$ cat src/rtl/loop_nest_controller_if.sv
// rtl/loop_nest_controller_if.sv - control, bound and index-beat signals of the loop nest controller
interface loop_nest_controller_if #(
    parameter int WIDTH = 8
);
    logic             start_i;
    logic             abort_i;
    logic [WIDTH-1:0] bound_m_i;
    logic [WIDTH-1:0] bound_n_i;
    logic [WIDTH-1:0] bound_k_i;
    logic             ready_i;
    logic             valid_o;
    logic [WIDTH-1:0] m_o;
    logic [WIDTH-1:0] n_o;
    logic [WIDTH-1:0] k_o;
    logic             first_k_o;
    logic             last_k_o;
    logic             busy_o;
    logic             done_o;

    modport slave (
        input  start_i, abort_i, bound_m_i, bound_n_i, bound_k_i, ready_i,
        output valid_o, m_o, n_o, k_o, first_k_o, last_k_o, busy_o, done_o
    );

    modport master (
        output start_i, abort_i, bound_m_i, bound_n_i, bound_k_i, ready_i,
        input  valid_o, m_o, n_o, k_o, first_k_o, last_k_o, busy_o, done_o
    );
endinterface

$ cat src/rtl/loop_nest_controller.sv
// rtl/loop_nest_controller.sv - three-level (M,N,K) loop index generator with ready/valid beats
module loop_nest_controller #(
    parameter int WIDTH = 8
) (
    input  logic                    clk_i,
    input  logic                    rst_i,
    loop_nest_controller_if.slave   bus
);
    typedef enum logic [1:0] {
        ST_IDLE = 2'd0,
        ST_RUN  = 2'd1,
        ST_DONE = 2'd2
    } state_t;

    state_t           r_state;
    logic [WIDTH-1:0] r_m;
    logic [WIDTH-1:0] r_n;
    logic [WIDTH-1:0] r_k;
    logic [WIDTH-1:0] r_bm;
    logic [WIDTH-1:0] r_bn;
    logic [WIDTH-1:0] r_bk;

    state_t           w_state_nxt;
    logic [WIDTH-1:0] w_m_nxt;
    logic [WIDTH-1:0] w_n_nxt;
    logic [WIDTH-1:0] w_k_nxt;
    logic [WIDTH-1:0] w_bm_nxt;
    logic [WIDTH-1:0] w_bn_nxt;
    logic [WIDTH-1:0] w_bk_nxt;

    logic             w_valid;
    logic             w_k_at_bound;
    logic             w_n_at_bound;
    logic             w_m_at_bound;

    assign w_valid      = (r_state == ST_RUN);
    assign w_k_at_bound = (r_k == r_bk);
    assign w_n_at_bound = (r_n == r_bn);
    assign w_m_at_bound = (r_m == r_bm);

    // State, index and latched-bound registers; reset discards any run in progress
    always_ff @(posedge clk_i or posedge rst_i) begin
        if (rst_i) begin
            r_state <= ST_IDLE;
            r_m     <= '0;
            r_n     <= '0;
            r_k     <= '0;
            r_bm    <= '0;
            r_bn    <= '0;
            r_bk    <= '0;
        end else begin
            r_state <= w_state_nxt;
            r_m     <= w_m_nxt;
            r_n     <= w_n_nxt;
            r_k     <= w_k_nxt;
            r_bm    <= w_bm_nxt;
            r_bn    <= w_bn_nxt;
            r_bk    <= w_bk_nxt;
        end
    end

    // Next state and index stepping; bounds are compared before incrementing so an all-ones bound never overflows
    always_comb begin
        w_state_nxt = r_state;
        w_m_nxt     = r_m;
        w_n_nxt     = r_n;
        w_k_nxt     = r_k;
        w_bm_nxt    = r_bm;
        w_bn_nxt    = r_bn;
        w_bk_nxt    = r_bk;

        case (r_state)
            ST_IDLE: begin
                if (bus.start_i && !bus.abort_i) begin
                    w_bm_nxt    = bus.bound_m_i;
                    w_bn_nxt    = bus.bound_n_i;
                    w_bk_nxt    = bus.bound_k_i;
                    w_m_nxt     = '0;
                    w_n_nxt     = '0;
                    w_k_nxt     = '0;
                    w_state_nxt = ST_RUN;
                end
            end
            ST_RUN: begin
                if (bus.abort_i) begin
                    w_m_nxt     = '0;
                    w_n_nxt     = '0;
                    w_k_nxt     = '0;
                    w_state_nxt = ST_IDLE;
                end else if (bus.ready_i) begin
                    if (!w_k_at_bound) begin
                        w_k_nxt = r_k + WIDTH'(1);
                    end else begin
                        w_k_nxt = '0;
                        if (!w_n_at_bound) begin
                            w_n_nxt = r_n + WIDTH'(1);
                        end else begin
                            w_n_nxt = '0;
                            if (!w_m_at_bound) begin
                                w_m_nxt = r_m + WIDTH'(1);
                            end else begin
                                // final beat accepted: indices go back to 0 for the idle view
                                w_m_nxt     = '0;
                                w_state_nxt = ST_DONE;
                            end
                        end
                    end
                end
            end
            ST_DONE: begin
                w_m_nxt     = '0;
                w_n_nxt     = '0;
                w_k_nxt     = '0;
                w_state_nxt = ST_IDLE;
            end
            default: begin
                w_m_nxt     = '0;
                w_n_nxt     = '0;
                w_k_nxt     = '0;
                w_state_nxt = ST_IDLE;
            end
        endcase
    end

    assign bus.valid_o   = w_valid;
    assign bus.m_o       = r_m;
    assign bus.n_o       = r_n;
    assign bus.k_o       = r_k;
    assign bus.first_k_o = w_valid && (r_k == '0);
    assign bus.last_k_o  = w_valid && w_k_at_bound;
    assign bus.busy_o    = (r_state != ST_IDLE);
    assign bus.done_o    = (r_state == ST_DONE);
endmodule

$ cat src/flat_wrapper.sv
// flat-port wrapper written by rule: the top's interface ports become plain ports
module loop_nest_controller_flat 
#(
    parameter int WIDTH = 8
)
  (clk_i, rst_i, bus_start_i, bus_abort_i, bus_bound_m_i, bus_bound_n_i, bus_bound_k_i, bus_ready_i, bus_valid_o, bus_m_o, bus_n_o, bus_k_o, bus_first_k_o, bus_last_k_o, bus_busy_o, bus_done_o);
  loop_nest_controller_if #(.WIDTH(WIDTH)) bus_i ();
  input  logic clk_i;
  input  logic rst_i;
  input wire logic [$bits(bus_i.start_i)-1:0] bus_start_i;
  input wire logic [$bits(bus_i.abort_i)-1:0] bus_abort_i;
  input wire logic [$bits(bus_i.bound_m_i)-1:0] bus_bound_m_i;
  input wire logic [$bits(bus_i.bound_n_i)-1:0] bus_bound_n_i;
  input wire logic [$bits(bus_i.bound_k_i)-1:0] bus_bound_k_i;
  input wire logic [$bits(bus_i.ready_i)-1:0] bus_ready_i;
  output wire logic [$bits(bus_i.valid_o)-1:0] bus_valid_o;
  output wire logic [$bits(bus_i.m_o)-1:0] bus_m_o;
  output wire logic [$bits(bus_i.n_o)-1:0] bus_n_o;
  output wire logic [$bits(bus_i.k_o)-1:0] bus_k_o;
  output wire logic [$bits(bus_i.first_k_o)-1:0] bus_first_k_o;
  output wire logic [$bits(bus_i.last_k_o)-1:0] bus_last_k_o;
  output wire logic [$bits(bus_i.busy_o)-1:0] bus_busy_o;
  output wire logic [$bits(bus_i.done_o)-1:0] bus_done_o;
  assign bus_i.start_i = bus_start_i;
  assign bus_i.abort_i = bus_abort_i;
  assign bus_i.bound_m_i = bus_bound_m_i;
  assign bus_i.bound_n_i = bus_bound_n_i;
  assign bus_i.bound_k_i = bus_bound_k_i;
  assign bus_i.ready_i = bus_ready_i;
  assign bus_valid_o = bus_i.valid_o;
  assign bus_m_o = bus_i.m_o;
  assign bus_n_o = bus_i.n_o;
  assign bus_k_o = bus_i.k_o;
  assign bus_first_k_o = bus_i.first_k_o;
  assign bus_last_k_o = bus_i.last_k_o;
  assign bus_busy_o = bus_i.busy_o;
  assign bus_done_o = bus_i.done_o;
  loop_nest_controller #(.WIDTH(WIDTH)) u_core (.clk_i(clk_i), .rst_i(rst_i), .bus(bus_i));
endmodule
$ cat config.mk
export PLATFORM = sky130hd
export DESIGN_NAME = loop_nest_controller_flat
export DESIGN_NICKNAME = d
export VERILOG_FILES = /design/src/rtl/loop_nest_controller_if.sv /design/src/rtl/loop_nest_controller.sv /design/src/flat_wrapper.sv
export SDC_FILE = /design/constraint.sdc
export NUM_CORES = 1
export LEC_CHECK = 0
export ABC_AREA = 1
export CORE_MARGIN = 1
export CORE_UTILIZATION = 35
export CTS_CLUSTER_DIAMETER = 60
export DETAILED_ROUTE_END_ITERATION = 10
export DONT_BUFFER_PORTS = 1
export PLACE_DENSITY = 0.53
export SLEW_MARGIN = 20
export SYNTH_ARGS = -nofsm -noshare
export SYNTH_HDL_FRONTEND = slang
export SYNTH_SLANG_ARGS = --single-unit
$ cat constraint.sdc
create_clock -name clk_i -period 3.2 [get_ports clk_i]
set_clock_uncertainty 0.15 [all_clocks]
set_input_delay 0.64 -clock clk_i [delete_from_list [all_inputs] [get_ports clk_i]]
set_output_delay 0.64 -clock clk_i [all_outputs]
set_load 0.05 [all_outputs]
* Word-level counts from Yosys, hierarchy flattened
Index checks and enable logic that the tools add are counted.
Storage, ports and cells: register bits after elaboration 50, output and inout port bits 29
Cells by class: add/subtract/negate cells 3, eq/ne operators 10, muxes and demuxes 23, reduce and logical (&&, ||, !) cells 12
Operator list (count):
- $mux W8 | 13
- $pmux W8 S2 | 3
- $add A8 B1 Y8 const B | 3
- $eq A8 B8 Y1 | 3
- $mux W2 | 6
- $ne A3 B3 Y1 const B | 4
- $logic_not A8 Y1 | 1
- $reduce_and A5 Y1 | 1
- $pmux W2 S2 | 1
- $reduce_and A2 Y1 | 2
- $reduce_and A4 Y1 | 1
- $logic_and A1 B1 Y1 | 3
- $reduce_and A3 Y1 | 1
- $eq A2 B1 Y1 const B | 1
- $eq A2 B2 Y1 const B | 1
- $logic_not A2 Y1 | 1
- $ne A2 B1 Y1 const B | 1
- $reduce_bool A2 Y1 | 1
- $logic_not A1 Y1 | 1

* Depth between registers and ports, before layout
word-level depth 7, mapped depth 11, depth with buffers taken out 11

* Worst setup path after synthesis
No wires, ideal clock.
path kind register -> output, from register u_core.r_k[0] (netlist: u_core.bus.k_o[0]), to output port bus_first_k_o, arrival time 2.036 ns, slack 0.374 ns, stages on the path, launching flop included 5, buffers on the path 0, cell sequence dfrtp_1 > inv_2 > ha_1 > nand3_1 > nor3_1
Between the ends: cells in the longest elaborated chain, start to end 2
Ends and longest elaborated chain:
- start, declared | RTL line loop_nest_controller.sv:18 | logic [WIDTH-1:0] r_k;
- start signal, assigned | RTL line loop_nest_controller.sv:55 | r_k <= w_k_nxt;
- $logic_not A8 Y1 | RTL line loop_nest_controller.sv:129 | assign bus.first_k_o = w_valid && (r_k == '0);
- $logic_and A1 B1 Y1 | RTL line loop_nest_controller.sv:129
- end, declared | RTL line flat_wrapper.sv:20 | output wire logic [$bits(bus_i.first_k_o)-1:0] bus_first_k_o;
Every way passes these cells.

* Worst setup path after layout
from register u_core.r_k[5] (netlist: u_core.bus.k_o[5]), to output port bus_last_k_o
Between the ends: cells in the longest elaborated chain, start to end 2
Ends and longest elaborated chain:
- $eq A8 B8 Y1 | RTL line loop_nest_controller.sv:37 | assign w_k_at_bound = (r_k == r_bk);
- $logic_and A1 B1 Y1 | RTL line loop_nest_controller.sv:130 | assign bus.last_k_o = w_valid && w_k_at_bound;
- end, declared | RTL line flat_wrapper.sv:21 | output wire logic [$bits(bus_i.last_k_o)-1:0] bus_last_k_o;
Every way passes these cells.

==> results list <==
- Hold is met by 0.08392 ns.
- Summing all multi-input logic gate instances after layout gives 0.001441 mm².
- The number of antenna violations at the first check in global routing is 0.
* Post-synth top flop: dfrtp_1
- GR met2 Demand/Resource: 0.2475
- Among all cell types in the netlist, the one instantiated most often is nand2_1.
- The first TritonRoute pass finished after 4 iterations.
- Post-CTS setup buffers: 0
- The worst setup path is captured at an output pin.
- Most frequent cells after synthesis: 88 x nand2_1, 50 x dfrtp_1, 32 x inv_1, 32 x nor2_1, 18 x xnor2_1
- Core footprint: 0.007848 mm²
- Drt first-iter violations: 90
- Terminus of the critical flop-to-flop path: u_core.bus.m_o[1]
- Of the total synthesized cell area, the portion taken by full adders, half adders and majority gates is 0.01738.
- CTS built an H-tree with a depth of 2.
- Of the total synthesized cell area, the portion taken by XOR and XNOR cells is 0.06994.
* Layout cells sized above 1: 0.1780
- After clock tree synthesis, the clock-pin slew on the worst setup and hold paths is roughly 0.10 ns.
* PostCTS Resize Cnt: 0
- Area of all placed cells without fillers: 0.003129 mm²
- Antenna diodes: 0
* Clk root buf: clkbuf_8
- Total routing usage reported by global routing: 0.1628
* Run status: finished clean
* RSZ-0062 raised after global routing: no
* Unique masters post-synth: 29
- First-pass GRT wire length: 10790 µm
* Aggregate routed wire length: ~6400 µm
- Detailed placement ended at an HPWL of 4791 µm.
- GR Overflow Total: 0
- Standard-cell rows: 32
- Die height: 92.72 µm
* Vias post-DR: 2214
- Post-Syn Nets: 378
* Post-route ant nets: 0
- Summed over all cells, the static leakage comes to between 1 and 1.5 nW.
- Compound-gate portion of the synthesized area: 0.06516
- Transition time at the pin with the least slew margin: roughly 0.94 ns
- Data arrival time of the critical path: between 1.5 and 2 ns
* Total power: 2.359 mW
- Synthesized cell area: 0.002880 mm²
* TritonCTS Sinks: 50
- Largest cells by area after synthesis: dfrtp_1 43%, nand2_1 11%, mux2_2 6.3%
* Depth of the worst register-to-register path: 10
* Worst Path Max Fanout: 7
* Routed wire per std cell: 14.09 µm
* Mean number of vias per cell: 4.855
- Routing usage on met1: 0.2205
- Sequential element share of the synthesized area: 0.4344
* Highest-utilization routing layer at the global route stage: met2
- For this design the top-level I/O count stands at 58.
- In the final timing run, aggregate negative setup slack is 0 ns.
- Port buffering added 0 buffers.
- Critical Path RT: ~2.4 ns
- Yosys printed 0 warnings.
- The clock passes through at most 2 buffers.
- The clock period could shrink to ~2.7 ns.
- Number of nets in the finished design: 386
- Critical Setup Path Class: register to output pin
* Multiplexer share of the synthesized area: 0.06255
- After synthesis, the mean cell area works out to 8.349 µm².
* Routability congestion estimate from global placement: 0.8184
- In this run the power density over the cells is 753.9 mW/mm².
- At the later pin of the worst-skew pair, clock insertion delay measures 0.30 ns.
- Setup violations remaining at the end of the flow were counted as 0.
- Die boundary width: 92.72 µm
* Achievable clock frequency: approximately 370 MHz
- Entering global routing, the biggest net connects 29 pins.
- The worst register-to-register path begins at u_core.bus.k_o[5].
- The hold violation total from the final report was 0.
* Post-synth top area share: 0.4344
- Via count of the first global-routing pass: 2165
- Async set-or-reset flop fraction in the synthesized netlist: 1.000
- Of the available clock period, the critical path in the final layout requires 0.8440.
- The die covers 0.008596 mm².
- Fillers: 825
- STA classifies the critical path startpoint as a register.
* Hold WC Path Type: input pin to asynchronous set/reset pin
- In the routed design, unresolved DRC markers number 0.
* Number of synthesized flops with an enable pin: 0
- By area, the combinational part of the netlist is dominated by simple AND/OR/NAND/NOR gates.
- Measured on the finished design, the core utilization comes to 0.3988.
* Max_cap viols: 0
- Starting utilization of the core area: 0.3670
* Worst setup slack for register-to-register paths: 1.08 ns
- Headroom to the max-slew limit came out at 0.3724.
- For this run, global-route usage on met3 was measured as 0.05008.
- Clock tree synthesis inserted a total of 5 buffers.
* Final max-slew violation count: 0
- Area growth, synth to finish: 8.645%
- In this run, synthesis produced a sequential element count of 50.
- Register cell area after layout: 0.001251 mm²
- Number of hold buffers added after CTS: 0
- Clock tree from TritonCTS: done
- Of all cell types, the one taking the most synthesized area is dfrtp_1.
- Of the total synthesized cell area, the portion taken by AND, OR, NAND and NOR gates is 0.2837.
- In this run the cell area measured after placement is a little over 0.003 mm².
* VDD IR-drop max: ~0.00049 V
* Synthesized instance count: 345
==> how the worst max path moves through the flow <==
stage                      startpoint            end  depth (start not counted)
floorplan           u_core.bus.k_o[0]  bus_first_k_o                          4
global placement    u_core.bus.k_o[1]   bus_last_k_o                          7
detailed placement  u_core.bus.k_o[5]   bus_last_k_o                          8
CTS                 u_core.bus.k_o[5]   bus_last_k_o                          8
global route        u_core.bus.k_o[4]   bus_last_k_o                          7
finish              u_core.bus.k_o[5]   bus_last_k_o                          8
==> area by class of cell <==
| class | instances | area share |
|---|---|---|
| repair buffers | 9 | 0.02159 |
| inverters | 40 | 0.04798 |
| clock inverters | 1 | 0.001599 |
| multi-input cells | 247 | 0.4606 |
| clock buffers | 7 | 0.02759 |
| well taps | 102 | 0.04078 |
| flip-flops and latches | 50 | 0.3998 |
==> metal layers <==
metal | wire [µm] | vias to the layer above
li1 | - | 1117
met5 | 0 | -
met3 | 426 | 6
met4 | 77 | 0
met2 | 2908 | 62
met1 | 3012 | 1029
==> placed cells by master (no fill, tap or decap), drive strengths merged, types with 5 or more instances in the layout <==
master	instances
o21ai	17
nand4	14
mux2	16
nor2	39
nand2	97
dfrtp	50
xor2	5
buf	9
nand3	15
nor3	5
inv	40
a21oi	13
clkbuf	7
xnor2	18
==> metrics by stage <==
step / std cells / worst slack (ns)
floorplan: 345 / 0.3736
CTS: 456 / 0.4768
detailed placement: 448 / 0.8367
finish: 456 / 0.4992
global placement: 448 / 0.8702
global route: 456 / 0.3716
==> cell families after synthesis <==
kind of cell / after synthesis
buffers and inverters: 48
AO/OA/AOI/OAI: 32
flip-flops: 50
XOR/XNOR: 23
multiplexers: 16
adder cells (fa/ha/maj): 4
AND/OR/NAND/NOR: 172
==> state kept, by name, summed over array words and instances, names as in the netlist <==
register	count
u_core.bus.k_o	8
u_core.bus.m_o	8
u_core.bus.n_o	8
u_core.r_bk	8
u_core.r_bm	8
u_core.r_bn	8
u_core.r_state	2
==> worst max-delay path, stage by stage, from the launching register on <==
cell	delay, ns
dfrtp_1	0.59
inv_2	0.20
nand2_1	0.07
nand2_1	0.06
nand2_1	0.11
nor2_4	0.15
nand2_4	0.09
nor2_1	0.13
buf_4	0.21
==> report_power, final <==
part	switching, mW	internal (mW)	total (mW)
Sequential	0.213	0.813	1.03
Combinational	0.599	0.348	0.947
Clock	0.211	0.175	0.386
(Power assumes the default switching activity.)
